--- src/rtl/seg7_scan_driver_pkg.sv ---
// Shared definitions for the seven-segment display drivers.
// Holds the hex lookup patterns, the blank pattern and the scan state type.
package seg7_scan_driver_pkg;

    // All segments off. Segments are active-low.
    localparam logic [6:0] SEG_OFF = 7'h7F;

    // Active-low {g,f,e,d,c,b,a} patterns for hex digits 0..F.
    // Entry 15 is listed first because the array is packed.
    localparam logic [15:0][6:0] HEX_SEG = {
        7'h0E,  // F
        7'h06,  // E
        7'h21,  // d
        7'h46,  // C
        7'h03,  // b
        7'h08,  // A
        7'h10,  // 9
        7'h00,  // 8
        7'h78,  // 7
        7'h02,  // 6
        7'h12,  // 5
        7'h19,  // 4
        7'h30,  // 3
        7'h24,  // 2
        7'h79,  // 1
        7'h40   // 0
    };

    typedef enum logic {
        BLANK = 1'b0,
        SHOW  = 1'b1
    } scan_state_t;

    function automatic logic [6:0] hex_seg(input logic [3:0] v);
        return HEX_SEG[v];
    endfunction

endpackage

--- src/rtl/seg7_hex_decode.sv ---
// Combinational hex nibble to active-low seven-segment pattern.
// Ports: hex (4-bit value) -> seg (7-bit {g,f,e,d,c,b,a}, active-low).
module seg7_hex_decode
    import seg7_scan_driver_pkg::*;
(
    input  logic [3:0] hex,
    output logic [6:0] seg
);

    assign seg = hex_seg(hex);

endmodule

--- src/rtl/seg7_scan_driver.sv ---
// Multiplexed common-anode seven-segment scanner with double-buffered data.
// Ports: clk, rst (async high); wr/wdata/wdp/wen write staging;
//        an/seg/dp active-low display drive; frame_start, pending status.
module seg7_scan_driver
    import seg7_scan_driver_pkg::*;
#(
    parameter int DIGITS    = 8,
    parameter int SHOW_CYC  = 100000,
    parameter int BLANK_CYC = 1000
) (
    input  logic              clk,
    input  logic              rst,
    input  logic              wr,
    input  logic [31:0]       wdata,
    input  logic [DIGITS-1:0] wdp,
    input  logic [DIGITS-1:0] wen,
    output logic [DIGITS-1:0] an,
    output logic [6:0]        seg,
    output logic              dp,
    output logic              frame_start,
    output logic              pending
);

    localparam int MAXC = (SHOW_CYC > BLANK_CYC) ? SHOW_CYC : BLANK_CYC;
    localparam int CW   = (MAXC > 1) ? $clog2(MAXC) : 1;
    localparam int IW   = (DIGITS > 1) ? $clog2(DIGITS) : 1;

    localparam logic [CW-1:0] BLANK_LAST = CW'(BLANK_CYC - 1);
    localparam logic [CW-1:0] SHOW_LAST  = CW'(SHOW_CYC - 1);
    localparam logic [IW-1:0] IDX_LAST   = IW'(DIGITS - 1);

    scan_state_t       state;
    logic [CW-1:0]     cnt;
    logic [IW-1:0]     idx;

    // Staging is written by the CPU side at any time.
    logic [31:0]       stg_data;
    logic [DIGITS-1:0] stg_dp;
    logic [DIGITS-1:0] stg_en;

    // Shadow is what the scanner displays; it only changes at frame wrap.
    logic [31:0]       shd_data;
    logic [DIGITS-1:0] shd_dp;
    logic [DIGITS-1:0] shd_en;

    logic [3:0]        nib;
    logic [6:0]        dec_seg;
    logic              en_cur;
    logic              dp_cur;
    logic [DIGITS-1:0] an_show;

    logic              blank_done;
    logic              show_done;
    logic              wrap;

    assign nib    = shd_data[{idx, 2'b00} +: 4];
    assign en_cur = shd_en[idx];
    assign dp_cur = shd_dp[idx];

    seg7_hex_decode u_dec (
        .hex (nib),
        .seg (dec_seg)
    );

    // A disabled digit keeps its anode off for the whole slot.
    always_comb begin
        an_show      = '1;
        an_show[idx] = ~en_cur;
    end

    assign blank_done = (state == BLANK) && (cnt == BLANK_LAST);
    assign show_done  = (state == SHOW)  && (cnt == SHOW_LAST);
    assign wrap       = show_done && (idx == IDX_LAST);

    // Scan FSM. Display outputs are loaded on the same edge as the
    // state change so they never lag the slot they belong to.
    always_ff @(posedge clk or posedge rst) begin
        if (rst) begin
            state       <= BLANK;
            cnt         <= '0;
            idx         <= '0;
            an          <= '1;
            seg         <= SEG_OFF;
            dp          <= 1'b1;
            frame_start <= 1'b0;
        end else begin
            frame_start <= wrap;
            unique case (state)
                BLANK: begin
                    if (blank_done) begin
                        state <= SHOW;
                        cnt   <= '0;
                        an    <= an_show;
                        seg   <= en_cur ? dec_seg : SEG_OFF;
                        dp    <= ~(dp_cur & en_cur);
                    end else begin
                        cnt <= cnt + 1'b1;
                    end
                end
                SHOW: begin
                    if (show_done) begin
                        state <= BLANK;
                        cnt   <= '0;
                        idx   <= (idx == IDX_LAST) ? '0 : idx + 1'b1;
                        an    <= '1;
                        seg   <= SEG_OFF;
                        dp    <= 1'b1;
                    end else begin
                        cnt <= cnt + 1'b1;
                    end
                end
            endcase
        end
    end

    // Double buffer. A write on the commit edge lands in staging after
    // the shadow has taken the old staging, so it waits one more frame.
    always_ff @(posedge clk or posedge rst) begin
        if (rst) begin
            stg_data <= '0;
            stg_dp   <= '0;
            stg_en   <= '0;
            shd_data <= '0;
            shd_dp   <= '0;
            shd_en   <= '0;
            pending  <= 1'b0;
        end else begin
            if (wrap && pending) begin
                shd_data <= stg_data;
                shd_dp   <= stg_dp;
                shd_en   <= stg_en;
            end
            if (wr) begin
                stg_data <= wdata;
                stg_dp   <= wdp;
                stg_en   <= wen;
                pending  <= 1'b1;
            end else if (wrap) begin
                pending <= 1'b0;
            end
        end
    end

endmodule

--- config.mk ---
export PLATFORM = sky130hd
export DESIGN_NAME = seg7_scan_driver
export DESIGN_NICKNAME = d
export VERILOG_FILES = /design/src/rtl/seg7_scan_driver_pkg.sv /design/src/rtl/seg7_hex_decode.sv /design/src/rtl/seg7_scan_driver.sv
export SDC_FILE = /design/constraint.sdc
export NUM_CORES = 1
export LEC_CHECK = 0
export ABC_AREA = 1
export CELL_PAD_IN_SITES_DETAIL_PLACEMENT = 1
export CELL_PAD_IN_SITES_GLOBAL_PLACEMENT = 1
export CORE_MARGIN = 2
export CORE_UTILIZATION = 25
export CTS_CLUSTER_DIAMETER = 120
export DETAILED_ROUTE_END_ITERATION = 6
export PLACE_DENSITY_LB_ADDON = 0.2
export REMOVE_ABC_BUFFERS = 1
export SLEW_MARGIN = 40
export SYNTH_ARGS = -nofsm -noshare
export SYNTH_HDL_FRONTEND = slang
export SYNTH_SLANG_ARGS = --single-unit
--- constraint.sdc ---
create_clock -name clk -period 4.1 [get_ports clk]
set_clock_uncertainty 0.2 [all_clocks]
set_input_delay 0.615 -clock clk [delete_from_list [all_inputs] [get_ports clk]]
set_output_delay 0.615 -clock clk [all_outputs]
set_load 0.05 [all_outputs]
==> results.json <==
{
  "hold_ws_ps": 265,
  "synth_most_common_cell": "nand2_1",
  "synthAdderAreaFrac": 0.0179,
  "synth-xor-area-share": 0.00417,
  "critPathLaunchType": "register",
  "startpoint": "an[3]",
  "cts-root-buf": "clkbuf_16",
  "synth_compound_gate_area_share": 0.120,
  "yosysUniqueCellTypes": 35,
  "cts_setup_buffers": 0,
  "r2r_slack_ps": 1590,
  "fill_cells": 3022,
  "cts_buffers": 17,
  "cts_max_path_buffers": 2,
  "syn_to_final_growth_pct": 24.6,
  "fin_crit_ps": 2630,
  "cp.arrival_ps": 1820,
  "critical_path.max_fanout": 2,
  "clk_latency_ps": 430,
  "drive_gt1_frac": 0.0855,
  "r2r-start": "idx[2]",
  "firstDrtPassIters": 4,
  "path_cells": "clkdlybuf4s50_1",
  "met2_length_um": 7550,
  "crit_required_ps": 3280,
  "drt_wl_total_um": 16300,
  "status": "complete, no violations",
  "tritoncts": "done",
  "setup_violations": 0,
  "initial_core_util": 0.252,
  "crit_buf_inv": 1,
  "worst_pin_slew_ps": 808,
  "ctsResizeCount": 0,
  "drv_cap": 0,
  "antenna_found_initial": 0,
  "netlist_instances": 764,
  "synth_mux_area_frac": 0,
  "route.detailed.drc": 0,
  "diodes": 0,
  "hold_class": "register to register",
  "h-tree-depth": 4,
  "place.gp.congestion": 0.827,
  "hold_viol": 0,
  "grt_max_degree": 79,
  "grt_usage": 0.130,
  "synth_ff_type": "dfrtp_1",
  "slew_viol_final": 0,
  "synthTopCellsByCount": "nand2_1, inv_1, dfrtp_1",
  "met1_length_um": 8090,
  "synth_edf_count": 0,
  "pwr_density_cell_mw_per_mm2": 383,
  "final_nets": 889,
  "yosys_warnings": 0,
  "avgSynthCellArea_um2": 8.24,
  "hold_buffers": 0,
  "synth_area_leader_cell": "dfrtp_1",
  "drt_iter0_markers": 256,
  "synth_top_area_share": 0.473,
  "rsz0062_at_grt": "no",
  "vias": 4924,
  "grt_pass1_wl_um": 27000,
  "synth-seq-cells": 135,
  "coreArea_mm2": 0.0250,
  "worstSetupEndpointType": "output port",
  "die_w_um": 163,
  "critPathKind": "register to output port",
  "period_share": 0.642,
  "ys_seq_area_frac": 0.540,
  "viasPerCell": 4.20,
  "vdd_ir_drop_max_v": 0.000268,
  "yosys.area_share.simple": 0.212,
  "place_hpwl_um": 11600,
  "utilization": 0.314,
  "max_freq_ghz": 0.380,
  "clkTransAtPathRegs_ps": 60,
  "top_layer_used": "met4",
  "cpLargestDelayFamily": "buffers and inverters",
  "slowest_delay_ps": 810,
  "portBuffers": 68,
  "slowest_stage": "clkdlybuf4s50_1",
  "io_pins": 69,
  "hp-start": "cnt[0]",
  "synth_top_family_by_area": "simple AND/OR/NAND/NOR gates",
  "route.detailed.wl_per_inst_um": 13.9,
  "netlist_area_mm2": 0.00630,
  "power.leakage_nw": 3.66,
  "clock_sinks": 135,
  "die_area_mm2": 0.0265,
  "die_y_um": 163,
  "synthTopCellsByArea": "dfrtp_1, nand2_1, inv_1",
  "slew_headroom": 0.459,
  "rows": 58,
  "grt_overflow": 0,
  "ys_async_sr_fraction": 1.00,
  "first_global_vias": 5137,
  "dr_wl_met3_um": 497,
  "ant_nets": 0
}
==> registers in the layout, indices dropped and copies added, names as in the netlist, 7 cells and up <==
signal	flops
an	8
cnt	17
seg	7
shd_data	32
shd_dp	8
shd_en	8
stg_data	32
stg_dp	8
stg_en	8
==> metal layers <==
metal  vias to the layer above  global-route usage
met3                        12              0.0344
met4                         0              0.0350
met2                        50               0.210
li1                       2534                   -
met5                         -                   0
met1                      2328               0.173
==> where the power goes <==
part | total, mW | leakage, nW | switching (mW) | internal, mW
Combinational | 0.146 | 1.67 | 0.0829 | 0.0633
Clock | 1.47 | 0.263 | 0.673 | 0.800
Sequential | 1.38 | 1.72 | 0.0101 | 1.37
==> placed cells by master (no fill, tap or decap), types with 3 or more instances in the layout <==
master,netlist,routed
a21oi_1,11,11
clkbuf_16,0,17
nand4_1,9,9
dfstp_2,16,16
clkdlybuf4s50_1,0,67
xor2_1,3,3
nand3_1,35,35
o21ai_1,40,40
o22ai_1,8,8
inv_8,0,3
o21ai_0,68,68
inv_6,0,6
dfrtp_1,119,119
or2_2,4,4
ha_1,9,9
inv_1,123,122
nor3_1,10,10
clkinvlp_4,0,4
nor2_1,65,65
buf_4,7,8
o21a_1,3,3
nand2_1,184,184
o211ai_1,7,7
nor4_1,3,3
==> area by class of cell <==
cell class,count,area [µm²],share of cell area
timing repair buffer,78,776,0.0989
clock inverter,14,133,0.0169
sequential,135,3400,0.433
multi-input combinational,473,2230,0.284
clock buffer,18,429,0.0547
tap,330,413,0.0526
inverter,124,470,0.0599
==> worst paths after layout <==
kind | endpoint | cells after the start
hold / removal | cnt[0] | 1
setup / recovery | an[3] | 1
setup reg to reg | seg[3] | 14
min in group asynchronous | cnt[12] | 2
max in group asynchronous | stg_data[12] | 3
hold reg to reg | cnt[0] | 1
==> through the flow <==
step | cells | TNS (ps) | instance area, µm² | setup slack, ps | power [mW]
after global placement | 1140 | 0 | 7290 | 1610 | 1.56
after detailed placement | 1140 | 0 | 7290 | 1600 | 1.56
after global routing | 1172 | 0 | 7850 | 1330 | 3.13
after floorplan | 732 | -35660 | 6090 | -300 | 1.47
after CTS | 1172 | 0 | 7850 | 1440 | 3.06
final | 1172 | 0 | 7850 | 1470 | 3.00
==> kinds of logic after synthesis <==
family	after synthesis
buffers and inverters	156
flip-flops	135
AO/OA/AOI/OAI	141
adder cells (fa/ha/maj)	9
AND/OR/NAND/NOR	320
XOR/XNOR	3
Power figures use the tool's default switching activity.
